<file path="config.mk">
export PLATFORM = sky130hd
export DESIGN_NAME = noc_input_fifo
export DESIGN_NICKNAME = d
export VERILOG_FILES = /design/src/rtl/noc_pkg.sv /design/src/rtl/noc_pkt_checker.sv /design/src/rtl/noc_input_fifo.sv
export SDC_FILE = /design/constraint.sdc
export NUM_CORES = 1
export LEC_CHECK = 0
export CORE_ASPECT_RATIO = 1.75
export CORE_UTILIZATION = 50
export CTS_BUF_LIST = sky130_fd_sc_hd__clkbuf_8
export DETAILED_ROUTE_END_ITERATION = 12
export GPL_TIMING_DRIVEN = 0
export PLACE_DENSITY = 0.85
export RECOVER_POWER = 100
export SYNTH_ARGS = -nofsm -noshare
export SYNTH_HDL_FRONTEND = slang
export SYNTH_SLANG_ARGS = --single-unit
export TNS_END_PERCENT = 5
</file>
<file path="constraint.sdc">
create_clock -name clk -period 4.25 [get_ports clk]
set_input_delay 1.275 -clock clk [delete_from_list [all_inputs] [get_ports clk]]
set_output_delay 1.275 -clock clk [all_outputs]
set_load 0.05 [all_outputs]
</file>
<file path="src/rtl/noc_pkg.sv">
// rtl/noc_pkg.sv - shared NoC flit encodings, field positions and framing states
package noc_pkg;

  localparam logic [2:0] HEADER = 3'b001;
  localparam logic [2:0] BODY   = 3'b010;
  localparam logic [2:0] TAIL   = 3'b100;

  localparam int FLIT_ID_MSB = 31;
  localparam int FLIT_ID_LSB = 29;
  localparam int DST_MSB     = 3;
  localparam int DST_LSB     = 0;
  localparam int SRC_MSB     = 7;
  localparam int SRC_LSB     = 4;

  typedef enum logic {
    IDLE = 1'b0,
    PKT  = 1'b1
  } pkt_state_t;

endpackage

</file>
<file path="src/rtl/noc_pkt_checker.sv">
// rtl/noc_pkt_checker.sv - write-side packet framing checker with sticky proto_err
module noc_pkt_checker
  import noc_pkg::*;
(
  input  logic       clk,
  input  logic       rst,
  input  logic       wr_fire,
  input  logic [2:0] wr_flit_id,
  output logic       proto_err
);

  pkt_state_t state;

  // A stray HEADER inside a packet is flagged but still opens the new packet.
  always_ff @(posedge clk) begin
    if (rst) begin
      state     <= IDLE;
      proto_err <= 1'b0;
    end else if (wr_fire) begin
      case (wr_flit_id)
        HEADER: begin
          if (state == PKT) proto_err <= 1'b1;
          state <= PKT;
        end
        BODY: begin
          if (state == IDLE) proto_err <= 1'b1;
        end
        TAIL: begin
          if (state == IDLE) proto_err <= 1'b1;
          else               state     <= IDLE;
        end
        default: proto_err <= 1'b1;
      endcase
    end
  end

endmodule

</file>
<file path="src/rtl/noc_input_fifo.sv">
// rtl/noc_input_fifo.sv - credit-flow-controlled router input flit buffer
module noc_input_fifo
  import noc_pkg::*;
#(
  parameter int DATA_WIDTH = 32,
  parameter int DEPTH      = 4
) (
  input  logic                  clk,
  input  logic                  rst,
  input  logic                  valid_in,
  input  logic [DATA_WIDTH-1:0] flit_in,
  input  logic                  read_en,
  output logic                  credit_out,
  output logic                  empty,
  output logic                  full,
  output logic [DATA_WIDTH-1:0] flit_out,
  output logic [2:0]            flit_id,
  output logic [3:0]            dst_addr,
  output logic                  overflow_err,
  output logic                  proto_err
);

  localparam int PTR_W = $clog2(DEPTH);
  localparam logic [PTR_W:0] FULL_CNT = (PTR_W + 1)'(DEPTH);

  logic [DATA_WIDTH-1:0] mem [DEPTH];
  logic [PTR_W-1:0]      wr_ptr;
  logic [PTR_W-1:0]      rd_ptr;
  logic [PTR_W:0]        count;
  logic [PTR_W:0]        count_next;
  logic                  rd_fire;
  logic                  wr_fire;

  assign rd_fire = read_en & ~empty;
  assign wr_fire = valid_in & (~full | rd_fire);

  always_comb begin
    count_next = count;
    case ({wr_fire, rd_fire})
      2'b10:   count_next = count + 1'b1;
      2'b01:   count_next = count - 1'b1;
      default: count_next = count;
    endcase
  end

  // Storage is deliberately left out of reset; empty gates its visibility.
  always_ff @(posedge clk) begin
    if (!rst && wr_fire) mem[wr_ptr] <= flit_in;
  end

  always_ff @(posedge clk) begin
    if (rst) begin
      wr_ptr       <= '0;
      rd_ptr       <= '0;
      count        <= '0;
      empty        <= 1'b1;
      full         <= 1'b0;
      credit_out   <= 1'b0;
      overflow_err <= 1'b0;
    end else begin
      if (wr_fire) wr_ptr <= wr_ptr + 1'b1;
      if (rd_fire) rd_ptr <= rd_ptr + 1'b1;
      count      <= count_next;
      empty      <= (count_next == '0);
      full       <= (count_next == FULL_CNT);
      credit_out <= rd_fire;
      if (valid_in & full & ~rd_fire) overflow_err <= 1'b1;
    end
  end

  assign flit_out = mem[rd_ptr];
  assign flit_id  = flit_out[FLIT_ID_MSB:FLIT_ID_LSB];
  assign dst_addr = flit_out[DST_MSB:DST_LSB];

  noc_pkt_checker u_pkt_checker (
    .clk        (clk),
    .rst        (rst),
    .wr_fire    (wr_fire),
    .wr_flit_id (flit_in[FLIT_ID_MSB:FLIT_ID_LSB]),
    .proto_err  (proto_err)
  );

endmodule
</file>
Word level (Yosys, flattened, before mapping) --
Memories as Yosys holds them, arrays and structs flattened. A register that Yosys moved wholly into a read port is not among the register bits. Index checks and enable logic that the tools add are counted.
Operators by class: add/subtract/negate cells 4, equality and inequality tests 8, muxes and demuxes 9, bitwise gates (word level) 8, reductions and logical operators 7
Operators with widths (count):
- equality test 3 bit, second input constant | 2
- one-hot mux 3 bit (2 select lines) | 1
- adder 2 x 1 -> 2 bit, second input constant | 2
- bitwise AND 1 bit | 4
- 2-to-1 mux 1 bit | 4
- 2-to-1 mux 2 bit | 2
- one-hot mux 1 bit (2 select lines) | 2
- adder 3 x 1 -> 3 bit, second input constant | 1
- equality test 3 x 1 -> 1 bit, second input constant | 1
- equality test 3 x 2 -> 1 bit, second input constant | 1
- logical NOT 3 bit | 1
- inverter 1 bit | 3
- AND reduction 3 bit | 1
- subtractor 3 x 1 -> 3 bit, second input constant | 1
- equality test 2 x 1 -> 1 bit, second input constant | 1
- equality test 2 bit, second input constant | 1
- != test 2 x 1 -> 1 bit, second input constant | 1
- != test 2 bit, second input constant | 1
- AND reduction 2 bit | 1
- nonzero test 2 bit | 1
- OR reduction 2 bit | 1
- logical AND 1 bit | 1
- logical NOT 1 bit | 1
- OR 1 bit | 1
Storage, ports and cells: register bits after elaboration 13, RAM bits 128, bits of input ports 36, output and inout port bits 44, word-level logic and storage cells 46, memories 1
Memory list:
- mem | depth 4, width 32, read ports 1, clocked after Yosys merged registers in 1, write ports 1, RTL line noc_input_fifo.sv:26 | logic [DATA_WIDTH-1:0] mem [DEPTH];

Logic depth before layout (Yosys ltp) --
depth after elaboration 7, mapped depth 9, gate-level depth less buffers 9

By module --
Synthesis repeated with hierarchy kept, for this count alone.
Unflattened totals: cell total of the unflattened synthesis 249, area, all modules 5425.2 sq um
Modules (own cells, without submodules):
- noc_input_fifo | times used 1, cells each 237, area an instance 5317.6 sq um, seq. area each 4103.9 sq um
- noc_pkt_checker | times used 1, cells each 12, area an instance 107.6 sq um, seq. area each 40.0 sq um

Least setup slack after synthesis --
No wires, ideal clock.
path type input port to flip-flop, from input read_en, to memory mem[1][0] (enable), library setup time 0.468 ns, arrival time 3.916 ns, required time 3.782 ns, setup slack -0.134 ns, cell stages on the path 4, path buffers 0, cells stage by stage nand2b_4 > inv_4 > o21ai_4 > nor3b_1
On the way: longest elaborated chain between the ends 6
Ends and longest elaborated chain:
- start: declaration | RTL line noc_input_fifo.sv:12 | input logic read_en,
- bitwise AND 1 bit | RTL line noc_input_fifo.sv:34 | assign rd_fire = read_en & ~empty;
- via rd_fire | RTL line noc_input_fifo.sv:31 | logic rd_fire;
- OR 1 bit | RTL line noc_input_fifo.sv:35 | assign wr_fire = valid_in & (~full | rd_fire);
- bitwise AND 1 bit | RTL line noc_input_fifo.sv:35
- logical AND 1 bit | RTL line noc_input_fifo.sv:48 | if (!rst && wr_fire) mem[wr_ptr] <= flit_in;
- 2-to-1 mux 1 bit | RTL line noc_input_fifo.sv:48
- 2-to-1 mux 1 bit (not written as such) | RTL line noc_input_fifo.sv:48
- end: declaration | RTL line noc_input_fifo.sv:26
The timed path passes the listed nets, and every way through them passes these cells.

==> out/metrics.csv <==
stage;metric;value;unit
status;status;complete, no violations;
power_and_ir_drop;leak pwr;2.23;nW
sta;fmax;0.259;GHz
global_routing;vias in the first global route;2849;
routing;Residual DRC;0;
final_layout;most frequent cells in the layout;edfxtp_1 (128), dlygate4sd3_1 (77), mux4_2 (32);
clock_network;H-Tree Depth;4;
final_layout;nets;398;
routing;met2 wire len;5.22;mm
global_routing;GRT Overall Usage;0.180;
global_routing;Congestion Overflow GR;0;
synth;Synth warnings;0;
sta;worst slew pin tran;0.779;ns
worst_setup_path;kind of end point of the critical path;output port;
final_layout;Util after Layout;0.646;
final_layout;most common cell after layout, fill and taps aside;edfxtp_1;
worst_setup_path;Critical Path AT;2.59;ns
routing;M1 wire length;3.34;mm
sta;final setup fails;0;
job;max-cap violation count;0;
sta;fin crit share;0.909;
floorplan;Core Region;10400;µm²
clock_network;PostCTS Resize Cnt;0;
sta;setup ws final;0.388;ns
routing;metal3 WL;377;µm
routing;WL per Instance;18.3;µm
floorplan;Vert. Die Dim;139;µm
worst_setup_path;worst r2r dst;mem[2][26];
hold_path;hold path depth;2;
routing;Highest Signal Layer;met4;
sta;unrepaired setup endpoints after global routing;false;
power_and_ir_drop;Design Power;3.43;mW
clock_network;# hold bufs at CTS;0;
sta;Final Hold Fails;0;
sta;Max-slew headroom;0.481;
worst_setup_path;Critical R2R Launch;empty;
worst_setup_path;critical path class;reg2out;
routing;TritonRoute pass-1 iters;4;
floorplan;IO Pins;80;
hold_path;Hold Crit Start;overflow_err;
clock_network;CTS Sinks;143;
worst_setup_path;R2R setup slack;1.69;ns
synth;synthesized area;5370;µm²
placed_design;IO buf count;78;
floorplan;Die Footprint;11200;µm²
hold_path;HP Class;reg2reg;
synth;Syn Nets;289;
placed_design;worst slack, placed;0.798;ns
routing;vias;2629;
final_layout;Layout area overhead;24.7;%
clock_network;clock network latency to the later pin of the worst-skew pair;0.42;ns
final_layout;layout cells sized above 1;0.190;
clock_network;Inserted Clock Buffers;17;
clock_network;Reg clk slew, reported paths;0.08;ns
routing;post-route ant nets;0;
sta;Slew Limit Fails;0;
floorplan;row cnt;49;
hold_path;Hold Crit Endpoint;overflow_err;
worst_setup_path;crit start category;flop;
clock_network;postcts setup bufs;0;
placed_design;Final GP Congestion;0.699;
synth;sequential share of the synthesized area;0.772;
clock_network;CTS Buffer Depth;2;
routing;Post-Route WL;9.10;mm
power_and_ir_drop;Peak VDD IR;0.284;mV
floorplan;Starting Density;0.518;
worst_setup_path;Crit Path Max Fanout;10;
routing;Iteration-0 DRC Markers;135;
clock_network;TritonCTS clock tree;built;
synth;cell count after synthesis;247;
sta;skew final;0.0139;ns
synth;Avg Cell Area, Syn;21.7;µm²
clock_network;clock root cell;clkbuf_8;
synth;Yosys reg bits;143;
worst_setup_path;worst-case reg-to-reg path depth;5;
worst_setup_path;Data required, critical path;2.97;ns
routing;vias per std cell;5.30;
global_routing;initial antenna violation count;1;
synth;post-synth cell types;28;
placed_design;hpwl dp;6.37;mm
power_and_ir_drop;Power Density;512;nW/µm²
global_routing;first-pass GRT wire length;14.4;mm
sta;post-route minimum period;3.86;ns
floorplan;DIE WIDTH;80.3;µm
global_routing;largest net degree at the start of global routing;17;
[state kept, by name, summed over array words and instances, names as in the netlist, named ones only]
register and count:
overflow_err 1, rd_ptr 2, empty 1, u_pkt_checker.state 1, wr_ptr 2, u_pkt_checker.proto_err 1
full 1, mem 128, credit_out 1, count 3
[how the worst max path moves through the flow]
stage	to	slack [ns]	cells past startpoint
global placement	mem[2][22]	-2.43	5
detailed placement	full	0.80	10
CTS	flit_out[1]	0.38	5
finish	flit_out[29]	0.39	5
floorplan	mem[1][0]	-0.13	4
global route	flit_out[31]	0.27	5
[where the power goes]
group | total [mW] | internal [mW] | switching (mW) | leakage [nW]
combinational | 0.857 | 0.324 | 0.533 | 0.750
clock | 0.934 | 0.497 | 0.437 | 0.195
sequential | 1.64 | 1.61 | 0.0311 | 1.29
[layer usage]
| metal | GRT usage | vias to the layer above |
|---|---|---|
| met3 | 0.0487 | 13 |
| li1 | - | 1208 |
| met4 | 0.0827 | 0 |
| met1 | 0.191 | 1334 |
| met5 | 0 | - |
| met2 | 0.322 | 74 |
[layout make-up]
class	count	area [µm²]
antenna	1	2.50
buffer	16	114
clock buffer	17	234
clock inverter	14	113
fill	689	3670
inverter	6	23.8
multi-input combinational	82	1080
sequential	143	4140
tap	127	159
timing repair buffer	90	826
[Yosys cell counts (all sizes together)]
master  count  share of area
a21o        2         0.0028
a21oi       1        0.00093
a31oi       2         0.0023
a41oi       1         0.0016
buf        14          0.020
clkbuf      2         0.0014
dfxtp      15          0.056
edfxtp    128           0.72
fa          1         0.0037
ha          5          0.012
inv         6         0.0047
mux2i       2         0.0037
mux4       32           0.13
nand2       2         0.0014
nand2b      3         0.0049
nor2       14         0.0098
nor3b       5         0.0070
o21a        1         0.0014
o21ai       3         0.0049
o22ai       1         0.0012
or3         1         0.0012
xnor2       4         0.0065
xor2        2         0.0033
[critical path, cell delays in order, from the launching register on]
cell,delay [ns]
dfxtp_1,0.30
buf_2,0.20
buf_6,0.21
mux4_2,0.55
buf_4,0.15
dlygate4sd3_1,0.75
[logic make-up after synthesis]
kind of cell | synth area share
xor+xnor | 0.00979
mux | 0.138
flops | 0.772
fa+ha+maj | 0.0154
compound gates | 0.0151
buf+inv | 0.0259
simple gates | 0.0242
[metrics by stage]
stage               area [µm²]  TNS, ns  cells  hold WS [ns]
floorplan                 5370   -16.11    247         0.485
detailed placement        6460        0    464         0.478
global route              6700        0    496         0.532
global placement          6310  -305.54    452         0.460
finish                    6700        0    496         0.481
CTS                       6810        0    495         0.494
Power figures use the tool's default switching activity.
==> RTL change (config.mk and constraints unchanged) <==
`DATA_WIDTH`: 32 -> 64.
--- a/src/rtl/noc_input_fifo.sv
+++ b/src/rtl/noc_input_fifo.sv
@@ -2,7 +2,7 @@
 module noc_input_fifo
   import noc_pkg::*;
 #(
-  parameter int DATA_WIDTH = 32,
+  parameter int DATA_WIDTH = 64,
   parameter int DEPTH      = 4
 ) (
   input  logic                  clk,
Ports: changed (resized flit_in and flit_out); port bits go from 80 to 144. The function was not compared with the original's and may differ.
==> RTL change against the unedited design <==
The run now ends with max-capacitance violations, max-slew violations left. Final area grew 88%. Critical path type unchanged. Clock skew rose by 0.0022 ns. Routed wire length is 110% higher. Sequential cell count increased by 128. Power is 88% higher. Setup slack worse by 0.16 ns. Area after synthesis increased by 86%. Fmax is 3.9% lower. Non-clock buffer count up 71.
==> RTL change: results (changes against the unedited design) <==
[clock_network]
path_clk_slew_ns = 0.06  ; -0.02 ns
cts_buffers = 37  ; +20

[run]
cap_violations = 1  ; +1

[placement]
dp_hpwl_um = 12700  ; +100%
portBuffers = 142  ; +82%
gp_congestion = 0.715  ; +2.3%

[run_status]
run_status = finished with violations
failed_checks = max-capacitance violations, max-slew violations

[finish]
fill_cells = 1342  ; +95%
antennaDiodeCount = 3  ; +2
clkbuf_count = 45  ; +28
layout.nets = 681  ; +71%
reg_top3 = mem (256), count (3)
clkCellAreaFrac_pct = 5.71  ; +0.53 points
buffers = 177  ; +67%

[synthesis]
synthTopCellsByArea = edfxtp_1 77%, mux4_2 14%, dfxtp_1 3.0%
synthMuxAreaShare_pct = 14.6  ; +0.83 points
synth_cells = 414  ; +68%
synth_cell_types = 29  ; +3.6%

[power]
comb_cell_power_mw = 1.49  ; +74%

[timing]
finClkSkew_ns = 0.0161  ; +0.00222 ns
tightest_slew_ns = 1.52  ; +0.739 ns
slew_viol_final = 16  ; +16

[global_routing]
antenna_found_initial = 4  ; +3
use_met3_pct = 3.27  ; -1.6 points

[drt]
vias = 4804  ; +83%

RTL change: cell count changes in the layout (fill, tap and decap cells not counted), moves of 8 or more:
cell | before | now
edfxtp_1 | 128 | 256
clkbuf_1 | 14 | 2
clkbuf_8 | 17 | 45
inv_1 | 10 | 18
mux4_2 | 32 | 64
dlygate4sd3_1 | 77 | 141
RTL change: through the flow:
step | hold WS (ns) | instance area, um^2 | util (%) | setup slack, ns
5_1_grt | 0.518 | 12600 | 64.0 | 0.0959
3_3_place_gp | 0.452 | 11700 | 59.7 | -2.50
6_report | 0.495 | 12600 | 64.0 | 0.229
3_5_place_dp | 0.482 | 11900 | 60.8 | 0.384
2_1_floorplan | 0.485 | 10000 | - | -0.280
4_1_cts | 0.499 | 12700 | 64.4 | 0.217
RTL change: path summary, 6_finish.rpt:
| kind | end |
|---|---|
| setup / recovery | flit_out[29] |
| hold / removal | u_pkt_checker.proto_err |
| setup reg to reg | mem[2][24] |
| hold reg to reg | u_pkt_checker.proto_err |
